$ cat src/rtl/serial_bus_arbiter.sv
// Round-robin arbiter and transaction sequencer sharing one serial bus master port.
// Grants one requester at a time, issues its command pulse, tracks word handshakes, releases on done/timeout.
module serial_bus_arbiter #(
  parameter int NUM_MASTERS = 2,
  parameter int DATA_LEN    = 8,
  parameter int BURST_LEN   = 12,
  parameter int TIMEOUT     = 255
) (
  input  logic                             clk,
  input  logic                             reset_n,
  input  logic [NUM_MASTERS-1:0]           req,
  input  logic [2*NUM_MASTERS-1:0]         req_instr,
  input  logic [BURST_LEN*NUM_MASTERS-1:0] req_burst,
  output logic [NUM_MASTERS-1:0]           grant,
  output logic [$clog2(NUM_MASTERS)-1:0]   owner,
  output logic                             busy,
  output logic [1:0]                       bus_instruction,
  output logic [BURST_LEN-1:0]             bus_burst_num,
  input  logic                             bus_valid,
  input  logic                             bus_ready,
  output logic                             done,
  output logic                             timeout_err
);

  localparam int OW = $clog2(NUM_MASTERS);
  localparam int TW = $clog2(TIMEOUT + 1);
  localparam int BW = $clog2(DATA_LEN + 1);

  localparam logic [2:0] IDLE      = 3'd0;
  localparam logic [2:0] ISSUE     = 3'd1;
  localparam logic [2:0] WAIT_WORD = 3'd2;
  localparam logic [2:0] SHIFT     = 3'd3;
  localparam logic [2:0] RELEASE   = 3'd4;

  logic [2:0]             state;
  logic [OW-1:0]          ptr;
  logic [BURST_LEN-1:0]   burst_lat;
  logic [BURST_LEN:0]     word_cnt;
  logic [TW-1:0]          tmo_cnt;
  logic [BW-1:0]          bit_cnt;

  logic [NUM_MASTERS-1:0] eligible;
  logic [NUM_MASTERS-1:0] sel_onehot;
  logic [OW-1:0]          sel;
  logic [OW:0]            cand;
  logic                   found;
  logic [1:0]             sel_instr;
  logic [BURST_LEN-1:0]   sel_burst;
  logic                   handshake;
  logic                   last_bit;
  logic                   last_word;
  logic                   tmo_hit;

  // Requests carrying the no-op instruction are never eligible.
  always_comb begin
    eligible = '0;
    for (int i = 0; i < NUM_MASTERS; i++) begin
      eligible[i] = req[i] & (req_instr[2*i +: 2] != 2'b00);
    end
  end

  // Round-robin search starting just after the last owner, wrapping around.
  always_comb begin
    found = 1'b0;
    sel   = '0;
    cand  = '0;
    for (int k = 1; k <= NUM_MASTERS; k++) begin
      cand = {1'b0, ptr} + (OW+1)'(k);
      cand = (cand >= (OW+1)'(NUM_MASTERS)) ? (cand - (OW+1)'(NUM_MASTERS)) : cand;
      if (!found && eligible[cand[OW-1:0]]) begin
        found = 1'b1;
        sel   = cand[OW-1:0];
      end else begin
        found = found;
      end
    end
  end

  // Decode the winner into a one-hot grant and pick out its command fields.
  always_comb begin
    sel_onehot = '0;
    sel_instr  = 2'b00;
    sel_burst  = '0;
    for (int i = 0; i < NUM_MASTERS; i++) begin
      if (sel == OW'(i)) begin
        sel_onehot[i] = 1'b1;
        sel_instr     = req_instr[2*i +: 2];
        sel_burst     = req_burst[BURST_LEN*i +: BURST_LEN];
      end else begin
        sel_onehot[i] = 1'b0;
      end
    end
  end

  assign handshake = bus_valid & bus_ready;
  assign last_bit  = (bit_cnt >= BW'(DATA_LEN - 1));
  assign last_word = (word_cnt == ({1'b0, burst_lat} + (BURST_LEN+1)'(1)));
  assign tmo_hit   = (tmo_cnt == TW'(TIMEOUT - 1));

  // Transaction sequencer; every output is a register updated here.
  always_ff @(posedge clk or negedge reset_n) begin
    if (!reset_n) begin
      state           <= IDLE;
      ptr             <= OW'(NUM_MASTERS - 1);
      burst_lat       <= '0;
      word_cnt        <= '0;
      tmo_cnt         <= '0;
      bit_cnt         <= '0;
      grant           <= '0;
      owner           <= '0;
      busy            <= 1'b0;
      bus_instruction <= 2'b00;
      bus_burst_num   <= '0;
      done            <= 1'b0;
      timeout_err     <= 1'b0;
    end else begin
      done        <= 1'b0;
      timeout_err <= 1'b0;
      case (state)
        IDLE: begin
          if (found) begin
            grant           <= sel_onehot;
            owner           <= sel;
            busy            <= 1'b1;
            burst_lat       <= sel_burst;
            bus_instruction <= sel_instr;
            bus_burst_num   <= sel_burst;
            state           <= ISSUE;
          end else begin
            state <= IDLE;
          end
        end
        ISSUE: begin
          bus_instruction <= 2'b00;
          word_cnt        <= '0;
          tmo_cnt         <= '0;
          state           <= WAIT_WORD;
        end
        WAIT_WORD: begin
          if (handshake) begin
            word_cnt <= word_cnt + (BURST_LEN+1)'(1);
            bit_cnt  <= BW'(1);
            state    <= SHIFT;
          end else if (tmo_hit) begin
            timeout_err <= 1'b1;
            state       <= RELEASE;
          end else begin
            tmo_cnt <= tmo_cnt + TW'(1);
          end
        end
        SHIFT: begin
          if (last_bit) begin
            if (last_word) begin
              done  <= 1'b1;
              state <= RELEASE;
            end else begin
              tmo_cnt <= '0;
              state   <= WAIT_WORD;
            end
          end else begin
            bit_cnt <= bit_cnt + BW'(1);
          end
        end
        RELEASE: begin
          grant         <= '0;
          busy          <= 1'b0;
          bus_burst_num <= '0;
          ptr           <= owner;
          state         <= IDLE;
        end
        default: begin
          grant           <= '0;
          busy            <= 1'b0;
          bus_instruction <= 2'b00;
          bus_burst_num   <= '0;
          state           <= IDLE;
        end
      endcase
    end
  end

endmodule
$ cat config.mk
export PLATFORM = sky130hd
export DESIGN_NAME = serial_bus_arbiter
export DESIGN_NICKNAME = d
export VERILOG_FILES = /design/src/rtl/serial_bus_arbiter.sv
export SDC_FILE = /design/constraint.sdc
export NUM_CORES = 1
export LEC_CHECK = 0
export CAP_MARGIN = 10
export CORE_MARGIN = 2
export CORE_UTILIZATION = 32
export CTS_BUF_LIST = sky130_fd_sc_hd__clkbuf_4 sky130_fd_sc_hd__clkbuf_8
export CTS_CLUSTER_DIAMETER = 30
export DETAILED_ROUTE_END_ITERATION = 10
export PLACE_DENSITY = 0.5
export SYNTH_ARGS = -nofsm -noshare
export SYNTH_HDL_FRONTEND = slang
export SYNTH_SLANG_ARGS = --single-unit
$ cat constraint.sdc
create_clock -name clk -period 2.9 [get_ports clk]
set_input_delay 0.29 -clock clk [delete_from_list [all_inputs] [get_ports clk]]
set_output_delay 0.29 -clock clk [all_outputs]
set_load 0.05 [all_outputs]
Yosys cells after proc, flatten, opt, wreduce, memory -nomap -nowiden
Index checks and enable logic that the tools add are counted.
{"block": "totals", "out_inout_bits": 20, "memories": 0, "elab_cells": 106, "in_bits": 34, "latchBits": 0, "mem_bits_rw": 0, "rom_bits": 0, "regBits": 61}
{"block": "op_classes", "div": 0, "n_shift": 0, "muxes": 44, "n_eq_ne": 14, "bitwise": 5, "magnitude_cmp": 5, "add_sub_neg": 8, "reduce_logical": 17, "mul": 0}
{"cell": "$mux W8", "count": 4}
{"cell": "$pmux W13 S2", "count": 1}
{"cell": "$mux W12", "count": 2}
{"cell": "$pmux W12 S2", "count": 1}
{"cell": "$pmux W8 S3", "count": 1}
{"cell": "$mux W1", "count": 20}
{"cell": "$ne A2 B2 Y1 const B", "count": 7}
{"cell": "$add A12 B1 Y13 const B", "count": 1}
{"cell": "$add A13 B1 Y13 const B", "count": 1}
{"cell": "$eq A13 B13 Y1", "count": 1}
{"cell": "$mux W13", "count": 1}
{"cell": "$mux W3", "count": 4}
{"cell": "$pmux W3 S4", "count": 1}
{"cell": "$reduce_and A2 Y1", "count": 5}
{"cell": "$add A8 B1 Y8 const B", "count": 1}
{"cell": "$eq A8 B8 Y1 const B", "count": 1}
{"cell": "$mux W4", "count": 2}
{"cell": "$pmux W2 S2", "count": 2}
{"cell": "$pmux W4 S2", "count": 1}
{"cell": "$reduce_bool A2 Y1", "count": 4}
{"cell": "$eq A3 B2 Y1 const B", "count": 2}
{"cell": "$mux W2", "count": 3}
{"cell": "$reduce_or A3 Y1", "count": 2}
{"cell": "$reduce_and A5 Y1", "count": 1}
{"cell": "other kinds (18)", "count": 24}

Depth between registers and ports, before layout
Gate-level depths: netlist of run 1.
{"block": "depth", "word_depth": 12, "depth_mapped": 8, "mapped_depth_nobuf": 8}

Least setup slack after synthesis of run 1
OpenSTA, ideal clock, no wires.
{"block": "synth_path", "kind": "reg-to-reg", "startpoint": "register burst_lat[3]", "endpoint": "register done", "t_arrival_ns": 1.927, "slack_ns": 0.878, "stages_incl_launch_ff": 8, "path_buffers": 1, "setup_time_ns": 0.095, "cell_sequence": "dfrtp_1 and4_4 buf_6 a2111oi_2 a41oi_1 o21bai_1 or4b_1 nor4b_2"}
{"block": "synth_via", "elab_chain_len": 5}
{"item": "from (decl)", "line": "37", "rtl": "logic [BURST_LEN-1:0] burst_lat;"}
{"item": "from (signal assigned)", "line": "125", "rtl": "burst_lat <= sel_burst;"}
{"item": "$add A12 B1 Y13", "line": "97", "rtl": "assign last_word = (word_cnt == ({1'b0, burst_lat} + (BURST_LEN+1)'(1)));"}
{"item": "$eq A13 B13 Y1", "line": "97"}
{"item": "$mux W1", "line": "153", "rtl": "if (last_word) begin"}
{"item": "$mux W1", "line": "152", "rtl": "if (last_bit) begin"}
{"item": "$mux W1", "line": "119", "rtl": "case (state)"}
{"item": "to (signal assigned)", "line": "114", "rtl": "done <= 1'b0;"}
{"item": "to (signal assigned)", "line": "117", "rtl": "done <= 1'b0;"}
{"item": "to (signal assigned)", "line": "154", "rtl": "done <= 1'b1;"}
{"item": "to (decl)", "line": "21", "rtl": "output logic done,"}
No other way between the ends.
A chain may end at the register's enable or synchronous reset.

Final worst setup path of run 1
{"block": "layout_path", "startpoint": "register state[2]", "endpoint": "register tmo_cnt[3]"}
{"block": "layout_via", "elab_chain_len": 3, "elab_cells_between_ends": 10, "cone_classes": "eq/ne: 7; mux: 1; reduce/logical: 2"}
{"item": "from (decl)", "line": "35", "rtl": "logic [2:0] state;"}
{"item": "from (signal assigned)", "line": "103", "rtl": "state <= IDLE;"}
{"item": "from (signal assigned)", "line": "128", "rtl": "state <= ISSUE;"}
{"item": "from (signal assigned)", "line": "130", "rtl": "state <= IDLE;"}
{"item": "$eq A3 B2 Y1 / $eq A3 B1 Y1 (equally long branches)", "line": "119"}
{"item": "$ne A2 B2 Y1 (no source line) / $reduce_bool A3 Y1 (equally long branches)"}
{"item": "$reduce_and A5 Y1 (no source line)"}
{"item": "to (signal assigned)", "line": "148", "rtl": "tmo_cnt <= tmo_cnt + TW'(1);"}
{"item": "to (decl)", "line": "39", "rtl": "logic [TW-1:0] tmo_cnt;"}
Several ways; a longest one is shown, not always the timed one.

==> results of run 1 <==
[kinds of logic after synthesis]
group                      Yosys count  synth area share, %
buffers and inverters               26                 3.25
AOI/OAI and AO/OA                   76                 15.5
adders and majority gates            5                 1.89
DFF                                 61                 46.2
muxes                                7                 2.16
and+or+nand+nor                    160                 23.1
xor gates and xnor gates            29                 7.90
[where the power goes]
part | internal [mW] | switching (mW)
Clock | 0.412 | 0.343
Combinational | 0.703 | 1.16
Sequential | 1.12 | 0.293
[synth_stat cells, types with 2 or more instances]
| cell type | number |
|---|---|
| xnor2_1 | 10 |
| mux2i_1 | 6 |
| clkbuf_1 | 9 |
| dfrtp_1 | 60 |
| and2_1 | 4 |
| nand3_1 | 34 |
| ha_1 | 5 |
| a31o_2 | 3 |
| and3_1 | 4 |
| a21o_1 | 9 |
| nand4_1 | 5 |
| o31ai_1 | 5 |
| o21bai_1 | 4 |
| and4_1 | 3 |
| a41oi_1 | 3 |
| a21oi_1 | 12 |
| buf_2 | 2 |
| xor2_1 | 18 |
| inv_1 | 13 |
| o21ai_0 | 21 |
| a211o_1 | 2 |
| a31oi_1 | 3 |
| nor2_1 | 34 |
| nand2_1 | 59 |
| nand2b_1 | 5 |
[worst reg2reg max path: cells and delay by family, from the launching register on]
family	cells	cell delay [ps]
flops	1	550
simple gates	3	730
compound gates	3	1150
[stage by stage]
| step | area [sq um] | hold WS (ps) | total power, mW | worst slack (ps) | std cells |
|---|---|---|---|---|---|
| after floorplan | 3310 | -5.59 | 2.69 | 878 | 364 |
| after detailed placement | 4000 | 408 | 3.30 | 337 | 546 |
| after CTS | 4190 | 26.1 | 4.07 | 437 | 562 |
| final | 4190 | 1.49 | 4.03 | 398 | 562 |
| after global placement | 4000 | 388 | 3.29 | 363 | 546 |
| after global routing | 4190 | 65.5 | 4.31 | 201 | 562 |
[cell type report]
cell class              instances  share of cell area, %
multi-input cells             277                   39.9
inverters                      13                   1.16
well taps                     136                   4.06
flip-flops and latches         61                   36.4
repair buffers                 59                   13.9
clock buffers                  11                   3.31
clock inverters                 5                   1.25
[metal layers]
layer	up-vias	track usage, %
met1	1323	22.1
met5	-	0
met4	0	6.11
met3	10	2.78
met2	60	22.4
li1	1391	-
[registers in the layout, indices dropped and copies added (netlist names)]
name	flops
owner	1
bus_instruction	2
grant	2
ptr	1
done	1
burst_lat	12
bit_cnt	4
busy	1
state	3
tmo_cnt	8
word_cnt	13
timeout_err	1
bus_burst_num	12
[how the worst max path moves through the flow]
stage / startpoint / cells after the start / endpoint
after floorplan: burst_lat[3] / 7 / done
after global placement: bus_valid / 6 / tmo_cnt[3]
after detailed placement: bus_valid / 7 / tmo_cnt[3]
after CTS: state[2] / 6 / tmo_cnt[3]
after global routing: state[2] / 6 / tmo_cnt[3]
final: state[2] / 6 / tmo_cnt[3]
==> impl_results.md, run 1 <==
* Initial Util at around 32%
* Met2 wire len at roughly 3600 um
* Outcome: complete, no violations
* Mapped Cells at around 360
* Share of post-route cells with drive strength above 1 at 8.45%
* Final setup fails at 0
* Syn_area_per_cell at 9.09 sq um
* Via count of the first global-routing pass at roughly 2700
* Total CTS buffers at 9
* Yosys warns at 0
* Largest delay share family, worst path: compound AO/OA/AOI/OAI gates
* CTS Root Cell: clkbuf_8
* Asr flop ratio synth at 100%
* Multi-input gate area at around 0.0017 sq mm
* Drt first pass iters at 4
* Post-detail-place hpwl at roughly 6000 um
* Post-synth EDFFs at 0
* Initial antenna violation count at 0
* Startpoint Class: flop
* Quantity of I/O buffers inserted on ports at 53
* Pins over their slew limit at 0
* Drc violations at 0
* Worst R2R Setup Slack at 400 ps
* Die Wd at about 110 um
* CTS tree: built
* Area share of the largest cell type after synthesis at between 40% and 50%
* Fin crit period at 2500 ps
* Worst EP arrival at 2790 ps
* Synth Register Bits at 61
* Fin Setup TNS at 0 ps
* Reg area at around 0.0015 sq mm
* R2r worst-path depth at 6
* Most frequent cells in the layout: 60 x dfrtp_1, 59 x nand2_1, 52 x clkdlybuf4s50_1
* TritonCTS Sinks at a little over 60
* Post-Syn Nets at about 400
* Worst r2r dst: tmo_cnt[3]
* Launching point of the worst reg2reg path: state[2]
* Max cap viols at 0
* Post-cts sizing count at 0
* Final #Nets at 460
* Vias at around 2800
* Sequential fraction of the synthesis area at a little under half
* Die Y at 106 um
* WP data required at ~3200 ps
* Fill cells at between 1000 and 1500
* Mapped cell area at roughly 0.0033 sq mm
* CP Capture Type: flop
* Worst Path Buf+Inv at 0
* End-of-flow core utilization at between 40% and 50%
* Peak VDD IR at ~0.42 mV
* Slew headroom at between 40% and 50%
* Ant. Diodes at 0
* Setup CP Type: reg2reg
* Die area at 0.0112 sq mm
* DR iter-0 viols at 118
* Pin count of the biggest net entering global routing at 33
* Global-route wire length before repair at 13500 um
* Hold buffers post-CTS at 0
* HP Class: in2async
* Longest Clk Path Bufs at 2
* Final ANT Viol Nets at 0
* Slowest CP cell: a2bb2oi_1
* Maximum fanout along the worst path at 11
* WL/cell at about 15 um
* Clock skew at roughly 23 ps
* Site Rows at 37
* Clk pin slew, worst setup/hold paths at about 90 ps
* F_max at around 400 MHz
* Worst skew pair latency at between 300 and 400 ps
* Slew of the pin with the lowest slew margin at between 800 and 900 ps
* Most common cell after layout, fill and taps aside: dfrtp_1
* Static leakage at between 1.5 and 2 nW
* M1 WL at a little over 4000 um
* Synth area leader: dfrtp_1
* Htree depth at 3
* Final Hold Viols at 0
* Final period util at approximately 86%
* Crit-path max cell delay at approximately 730 ps
* RSZ-0062 raised after global routing: no
* GRT Overall Usage at roughly 15%
* Uppermost layer routed: met4
* I/O Pins at 54
* Total wire length at between 8000 and 9000 um
* Core box area at slightly above 0.01 sq mm
* CP cell instances: or3b_2 -> a2bb2oi_1 -> nand2_1 -> o21bai_1 -> nand3_1 -> o21ai_0
* Cell variety after synth at 56
* Detail Route met3 WL at 353 um
* Area grow syn2layout at 26.8%
* GP Congestion at 0.819
* Ys flop type: dfrtp_1
* Total gr overflow at 0
* Pwr dens at 961 mW/mm^2
* Synth top area cells: dfrtp_1 45%, nand2_1 6.7%, nand3_1 5.1%
* Postcts setup bufs at 0
* Vias per cell at roughly 5
(Power assumes the default switching activity.)
==> run 2: changes to the inputs <==
TNS_END_PERCENT = 30   (was unset)
==> results of run 2 <==
Final layout, timing and power as in run 1 (identical DEF).
